**config.mk**
```make
export PLATFORM = sky130hd
export DESIGN_NAME = alu_share_arbiter
export DESIGN_NICKNAME = d
export VERILOG_FILES = /design/src/rtl/alu_share_arbiter.sv
export SDC_FILE = /design/constraint.sdc
export NUM_CORES = 1
export LEC_CHECK = 0
export BUFFER_PORTS_ARGS = -buffer_cell sky130_fd_sc_hd__buf_2
export CAP_MARGIN = 10
export CORE_ASPECT_RATIO = 0.8
export CORE_MARGIN = 3
export CORE_UTILIZATION = 39
export DETAILED_ROUTE_END_ITERATION = 10
export GPL_TIMING_DRIVEN = 1
export PLACE_DENSITY = 0.77
export SLEW_MARGIN = 20
export SYNTH_ARGS = -nofsm -noshare
export SYNTH_HDL_FRONTEND = slang
export SYNTH_SLANG_ARGS = --single-unit
```
**constraint.sdc**
```tcl
create_clock -name clk -period 1.5 [get_ports clk]
set_clock_uncertainty 0.2 [all_clocks]
set_input_delay 0.075 -clock clk [delete_from_list [all_inputs] [get_ports clk]]
set_output_delay 0.075 -clock clk [all_outputs]
set_load 0.05 [all_outputs]
```
**src/rtl/alu_share_arbiter.sv**
```systemverilog
// alu_share_arbiter: round-robin sharing of one combinational ALU between two requesters
module alu_share_arbiter #(
  parameter int DATA_W = 32,
  parameter int OP_W = 4
) (
  input  logic              clk,
  input  logic              rst,
  input  logic              req0_valid,
  output logic              req0_ready,
  input  logic [DATA_W-1:0] req0_op1,
  input  logic [DATA_W-1:0] req0_op2,
  input  logic [OP_W-1:0]   req0_aluop,
  input  logic              req1_valid,
  output logic              req1_ready,
  input  logic [DATA_W-1:0] req1_op1,
  input  logic [DATA_W-1:0] req1_op2,
  input  logic [OP_W-1:0]   req1_aluop,
  output logic [DATA_W-1:0] alu_op1,
  output logic [DATA_W-1:0] alu_op2,
  output logic [OP_W-1:0]   alu_sel,
  input  logic [DATA_W-1:0] alu_result,
  input  logic              alu_zero,
  output logic              rsp_valid,
  input  logic              rsp_ready,
  output logic              rsp_id,
  output logic [DATA_W-1:0] rsp_result,
  output logic              rsp_zero,
  output logic              busy
);
  typedef enum logic [1:0] {IDLE, EXEC, RESP} state_t;
  state_t state;
  logic last_grant;
  logic grant0, grant1;
  // On contention the requester that did not win last time gets the ALU
  always_comb begin
    grant0 = req0_valid & (~req1_valid | last_grant);
    grant1 = req1_valid & (~req0_valid | ~last_grant);
  end
  assign req0_ready = (state == IDLE) & grant0;
  assign req1_ready = (state == IDLE) & grant1;
  assign busy = state != IDLE;
  always_ff @(posedge clk) begin
    if (rst) begin
      state <= IDLE;
      alu_op1 <= '0;
      alu_op2 <= '0;
      alu_sel <= '0;
      rsp_valid <= 1'b0;
      rsp_id <= 1'b0;
      rsp_result <= '0;
      rsp_zero <= 1'b0;
      last_grant <= 1'b1;
    end else begin
      case (state)
        IDLE: if (grant0 | grant1) begin
          alu_op1 <= grant1 ? req1_op1 : req0_op1;
          alu_op2 <= grant1 ? req1_op2 : req0_op2;
          alu_sel <= grant1 ? req1_aluop : req0_aluop;
          rsp_id <= grant1;
          last_grant <= grant1;
          state <= EXEC;
        end
        EXEC: begin
          rsp_result <= alu_result;
          rsp_zero <= alu_zero;
          rsp_valid <= 1'b1;
          state <= RESP;
        end
        RESP: if (rsp_ready) begin
          rsp_valid <= 1'b0;
          state <= IDLE;
        end
        default: state <= IDLE;
      endcase
    end
  end
endmodule

```
==> results_tabular.tex <==
\begin{tabular}{lr}
\hline
Metric & Value \\
\hline
\multicolumn{2}{l}{\textbf{Worst setup path}} \\
\quad R2R Setup Slk & -140 ps \\
\quad Setup Crit Path Kind & reg2reg \\
\quad Crit-path cells & a21boi\_4 -> buf\_12 -> nand2\_1 -> a311oi\_2 \\
\quad Top fanout value on the critical path & 46 \\
\quad Required time worst endpoint & 1530 ps \\
\quad Worst stage delay on the critical path & 370 ps \\
\quad Cell with the largest stage delay on the worst path & sky130\_fd\_sc\_hd\_\_dfxtp\_4 \\
\quad Arrival time at the worst endpoint & 1670 ps \\
\quad Kind of end point of the critical path & register \\
\quad Worst setup SP type & register \\
\multicolumn{2}{l}{\textbf{Floorplan}} \\
\quad Total number of placement rows & 34 \\
\quad Effective utilization at floorplan & 0.404 \\
\quad Die X & 125 um \\
\quad Chip height & 101 um \\
\quad Total die area & 0.0127 mm\^{}2 \\
\quad Placeable core area & 0.0110 mm\^{}2 \\
\quad Boundary pin count & 280 \\
\multicolumn{2}{l}{\textbf{Cells and area}} \\
\quad Total of fill cells in the finished design & 667 \\
\quad Fraction of layout instances using a drive strength above 1 & 0.355 \\
\quad Non-Filler Cell Area, Final & 0.00835 mm\^{}2 \\
\quad Layout Nets & 1170 \\
\quad Area added between synthesis and finish & 88.1\% \\
\multicolumn{2}{l}{\textbf{Pwr}} \\
\quad Power per cell area & 1090 mW/mm\^{}2 \\
\quad Static leakage power & 3.87 nW \\
\quad Maximum vdd ir drop & 0.772 mV \\
\multicolumn{2}{l}{\textbf{Timing}} \\
\quad Number of hold-slack violations in the final timing report & 0 \\
\quad Post-route worst hold slack & 164 ps \\
\quad Number of endpoints failing setup at the final stage & 72 \\
\quad Count of final max-slew check failures & 0 \\
\quad Least-Margin Pin Slew & 665 ps \\
\quad Min Clock Period, post-route & 1640 ps \\
\quad Worst slew margin & 0.557 \\
\quad Setup tns final & -4540 ps \\
\quad Share of the clock period used by the worst path & 1.09 \\
\quad Final worst slack & -140 ps \\
\quad Max Clock Freq & 610 MHz \\
\quad Setup repair after global routing missed its margin & true \\
\multicolumn{2}{l}{\textbf{CTS}} \\
\quad Maximum number of buffers from clock root to sink & 2 \\
\quad Clock slew at reported path FFs & 80 ps \\
\quad Sinks on the clock net & 106 \\
\quad Clock root buffer & sky130\_fd\_sc\_hd\_\_clkbuf\_16 \\
\quad Max H-tree Level & 3 \\
\quad TritonCTS clock tree & yes \\
\quad Clock buffers created by TritonCTS & 9 \\
\quad Clock latency of the later-clocked register in the worst-skew pair & 330 ps \\
\multicolumn{2}{l}{\textbf{Synth}} \\
\quad Number of distinct library cell variants in the gate-level netlist after synthesis & 24 \\
\quad Post-synthesis instance area & 0.00444 mm\^{}2 \\
\quad Library cell occupying the most area in the post-synthesis netlist & sky130\_fd\_sc\_hd\_\_dfxtp\_1 \\
\quad Share of the synthesized area in compound gates (AO/OA/AOI/OAI) & 0.274 \\
\quad Sequential element share of the synthesized area & 0.478 \\
\quad Main combinational cell family by area after synthesis & compound AO/OA/AOI/OAI gates \\
\quad Flip-flop and latch count after synthesis & 106 \\
\quad Net Count, Synth & 732 \\
\quad Simple-gate area share of the yosys netlist & 0.188 \\
\quad Mux cell area share after synthesis & 0 \\
\quad Synth Instances & 558 \\
\quad Leading post-synthesis cells by cell area & sky130\_fd\_sc\_hd\_\_dfxtp\_1, sky130\_fd\_sc\_hd\_\_nand2\_1, sky130\_fd\_sc\_hd\_\_a311oi\_1, sky130\_fd\_sc\_hd\_\_a21oi\_1, sky130\_fd\_sc\_hd\_\_clkbuf\_1 \\
\quad Area share of fa/ha/maj cells after synthesis & 0 \\
\quad Xor/xnor cell area share of the yosys netlist & 0 \\
\quad Warning count from the yosys run & 0 \\
\quad Post-synth top area share & 0.478 \\
\quad Synth Area per Inst & 7.95 um\^{}2 \\
\multicolumn{2}{l}{\textbf{Routing}} \\
\quad Final antenna-violating net count & 0 \\
\quad Total Wirelength & 21100 um \\
\quad Number of detailed-route iterations in the first pass & 5 \\
\quad Total vias in the final route & 6355 \\
\quad Starting DRT DRC Count & 407 \\
\quad WL/cell & 18.4 um \\
\quad DRC & 0 \\
\quad Routed vias/inst & 5.55 \\
\multicolumn{2}{l}{\textbf{Global route}} \\
\quad Pin count of the biggest net entering global routing & 61 \\
\quad Total congestion overflow & 0 \\
\quad Initial antenna violation count & 0 \\
\quad Vias in the first global route & 6396 \\
\quad Global-route wire length before repair & 32300 um \\
\quad Overall fraction of global-route tracks in use & 0.311 \\
\multicolumn{2}{l}{\textbf{Outcome}} \\
\quad Failing checks & setup timing \\
\quad Outcome & finished, violations left \\
\multicolumn{2}{l}{\textbf{Placement}} \\
\quad Instance area at placement & 0.00609 mm\^{}2 \\
\quad RePlAce Congestion & 0.803 \\
\quad Port bufs & 279 \\
\quad Detailed placer's ending HPWL & 10600 um \\
\quad Setup Slack @ Placement & -91.5 ps \\
\multicolumn{2}{l}{\textbf{Hold path}} \\
\quad Worst Hold Class & in2reg \\
\multicolumn{2}{l}{\textbf{Job}} \\
\quad Max Cap Violations & 0 \\
\hline
\end{tabular}
## flip-flops by register name, summed over array words and instances, names as in the netlist
register,count
rsp_valid,1
rsp_id,1
rsp_zero,1
state,2
rsp_result,32
alu_op1,32
alu_op2,32
last_grant,1
alu_sel,4
## what timing repair did
action / 4_1_cts / 5_1_grt
resized for setup: 21 / 5
buffers inserted: 7 / 0
setup endpoints to repair: 70 / 73
pin swaps: 6 / 16
gates cloned: 1 / 2
hold buffers: 171 / 0
hold endpoints to repair: 104 / 0
## Yosys cell counts
| cell type | n |
|---|---|
| sky130_fd_sc_hd__a21boi_2 | 1 |
| sky130_fd_sc_hd__inv_1 | 2 |
| sky130_fd_sc_hd__buf_1 | 3 |
| sky130_fd_sc_hd__clkbuf_1 | 38 |
| sky130_fd_sc_hd__buf_2 | 13 |
| sky130_fd_sc_hd__nor2_2 | 1 |
| sky130_fd_sc_hd__dfxtp_1 | 106 |
| sky130_fd_sc_hd__a21oi_1 | 102 |
| sky130_fd_sc_hd__buf_6 | 3 |
| sky130_fd_sc_hd__nand2_1 | 202 |
| sky130_fd_sc_hd__and2_1 | 1 |
| sky130_fd_sc_hd__nor2b_1 | 3 |
| sky130_fd_sc_hd__nor2_1 | 6 |
| sky130_fd_sc_hd__a311oi_1 | 59 |
| sky130_fd_sc_hd__nand2b_1 | 1 |
| sky130_fd_sc_hd__a211oi_1 | 1 |
| sky130_fd_sc_hd__o21ai_0 | 1 |
| sky130_fd_sc_hd__a22oi_1 | 1 |
| sky130_fd_sc_hd__or2_0 | 1 |
| sky130_fd_sc_hd__a311oi_2 | 9 |
| sky130_fd_sc_hd__a221o_1 | 1 |
| sky130_fd_sc_hd__a21bo_2 | 1 |
| sky130_fd_sc_hd__buf_4 | 1 |
| sky130_fd_sc_hd__or3b_2 | 1 |
## worst paths after layout
path / from / to / depth (start not counted)
setup / recovery: last_grant$_SDFFE_PP1P_ / alu_sel[2]$_SDFFE_PP0P_ / 4
hold / removal: req1_valid / alu_op1[23]$_SDFFE_PP0P_ / 4
setup reg to reg: last_grant$_SDFFE_PP1P_ / alu_sel[2]$_SDFFE_PP0P_ / 4
hold reg to reg: rsp_result[12]$_SDFFE_PP0P_ / rsp_result[12]$_SDFFE_PP0P_ / 2
## per-layer routing
layer / share of wire / up-vias / GRT usage
met3: 0.10 / 118 / 0.0949
met2: 0.49 / 498 / 0.532
met1: 0.35 / 2914 / 0.345
li1: - / 2825 / -
met4: 0.058 / 0 / 0.193
met5: 0 / - / 0
## layout make-up
cell class / instances / area [um^2] / share of cell area
Timing Repair Buffer: 485 / 3600 / 0.432
Sequential cell: 106 / 2130 / 0.255
Multi-Input combinational cell: 392 / 2110 / 0.252
Clock buffer: 9 / 225 / 0.0270
Tap cell: 144 / 180 / 0.0216
Clock inverter: 7 / 83.8 / 0.0100
Inverter: 2 / 11.3 / 0.00135
Antenna cell: 1 / 2.50 / 0.000300
## layout by cell type (no fill, tap or decap), types with 2 or more instances in the layout
cell and count:
sky130_fd_sc_hd__buf_4 18, sky130_fd_sc_hd__buf_8 4, sky130_fd_sc_hd__dfxtp_1 103, sky130_fd_sc_hd__buf_6 3
sky130_fd_sc_hd__buf_2 276, sky130_fd_sc_hd__clkbuf_16 11, sky130_fd_sc_hd__dfxtp_4 2, sky130_fd_sc_hd__clkinvlp_4 2
sky130_fd_sc_hd__buf_12 10, sky130_fd_sc_hd__nor2_4 3, sky130_fd_sc_hd__nand2_1 202, sky130_fd_sc_hd__nor2b_1 2
sky130_fd_sc_hd__a311oi_1 56, sky130_fd_sc_hd__a21oi_1 102, sky130_fd_sc_hd__inv_6 2, sky130_fd_sc_hd__clkinv_4 2
sky130_fd_sc_hd__dlygate4sd3_1 171, sky130_fd_sc_hd__nor2_1 4, sky130_fd_sc_hd__a311oi_2 12
## worst max-delay path: cells and delay by family (launching register included)
family	cells	cell delay, ps
and+or+nand+nor	1	140
DFF	1	370
buffers and inverters	1	250
AOI/OAI and AO/OA	2	550
## metrics by stage
| stage | utilization | std cells | power [mW] |
|---|---|---|---|
| final | 0.760 | 1146 | 9.11 |
| after global routing | 0.760 | 1145 | 9.45 |
| after CTS | 0.753 | 1143 | 8.96 |
| after detailed placement | 0.555 | 948 | 6.07 |
| after global placement | 0.555 | 948 | 6.05 |
| after floorplan | - | 558 | 5.24 |
## cell families after synthesis
| group | Yosys count |
|---|---|
| buf+inv | 60 |
| flops | 106 |
| compound gates | 176 |
| simple gates | 216 |
## power by group
group | switching, mW | leakage [nW] | internal (mW)
Sequential | 0.166 | 0.877 | 3.12
Clock | 1.13 | 0.149 | 1.33
Combinational | 2.15 | 2.84 | 1.23
No activity file was read; power rests on OpenSTA's default activity.
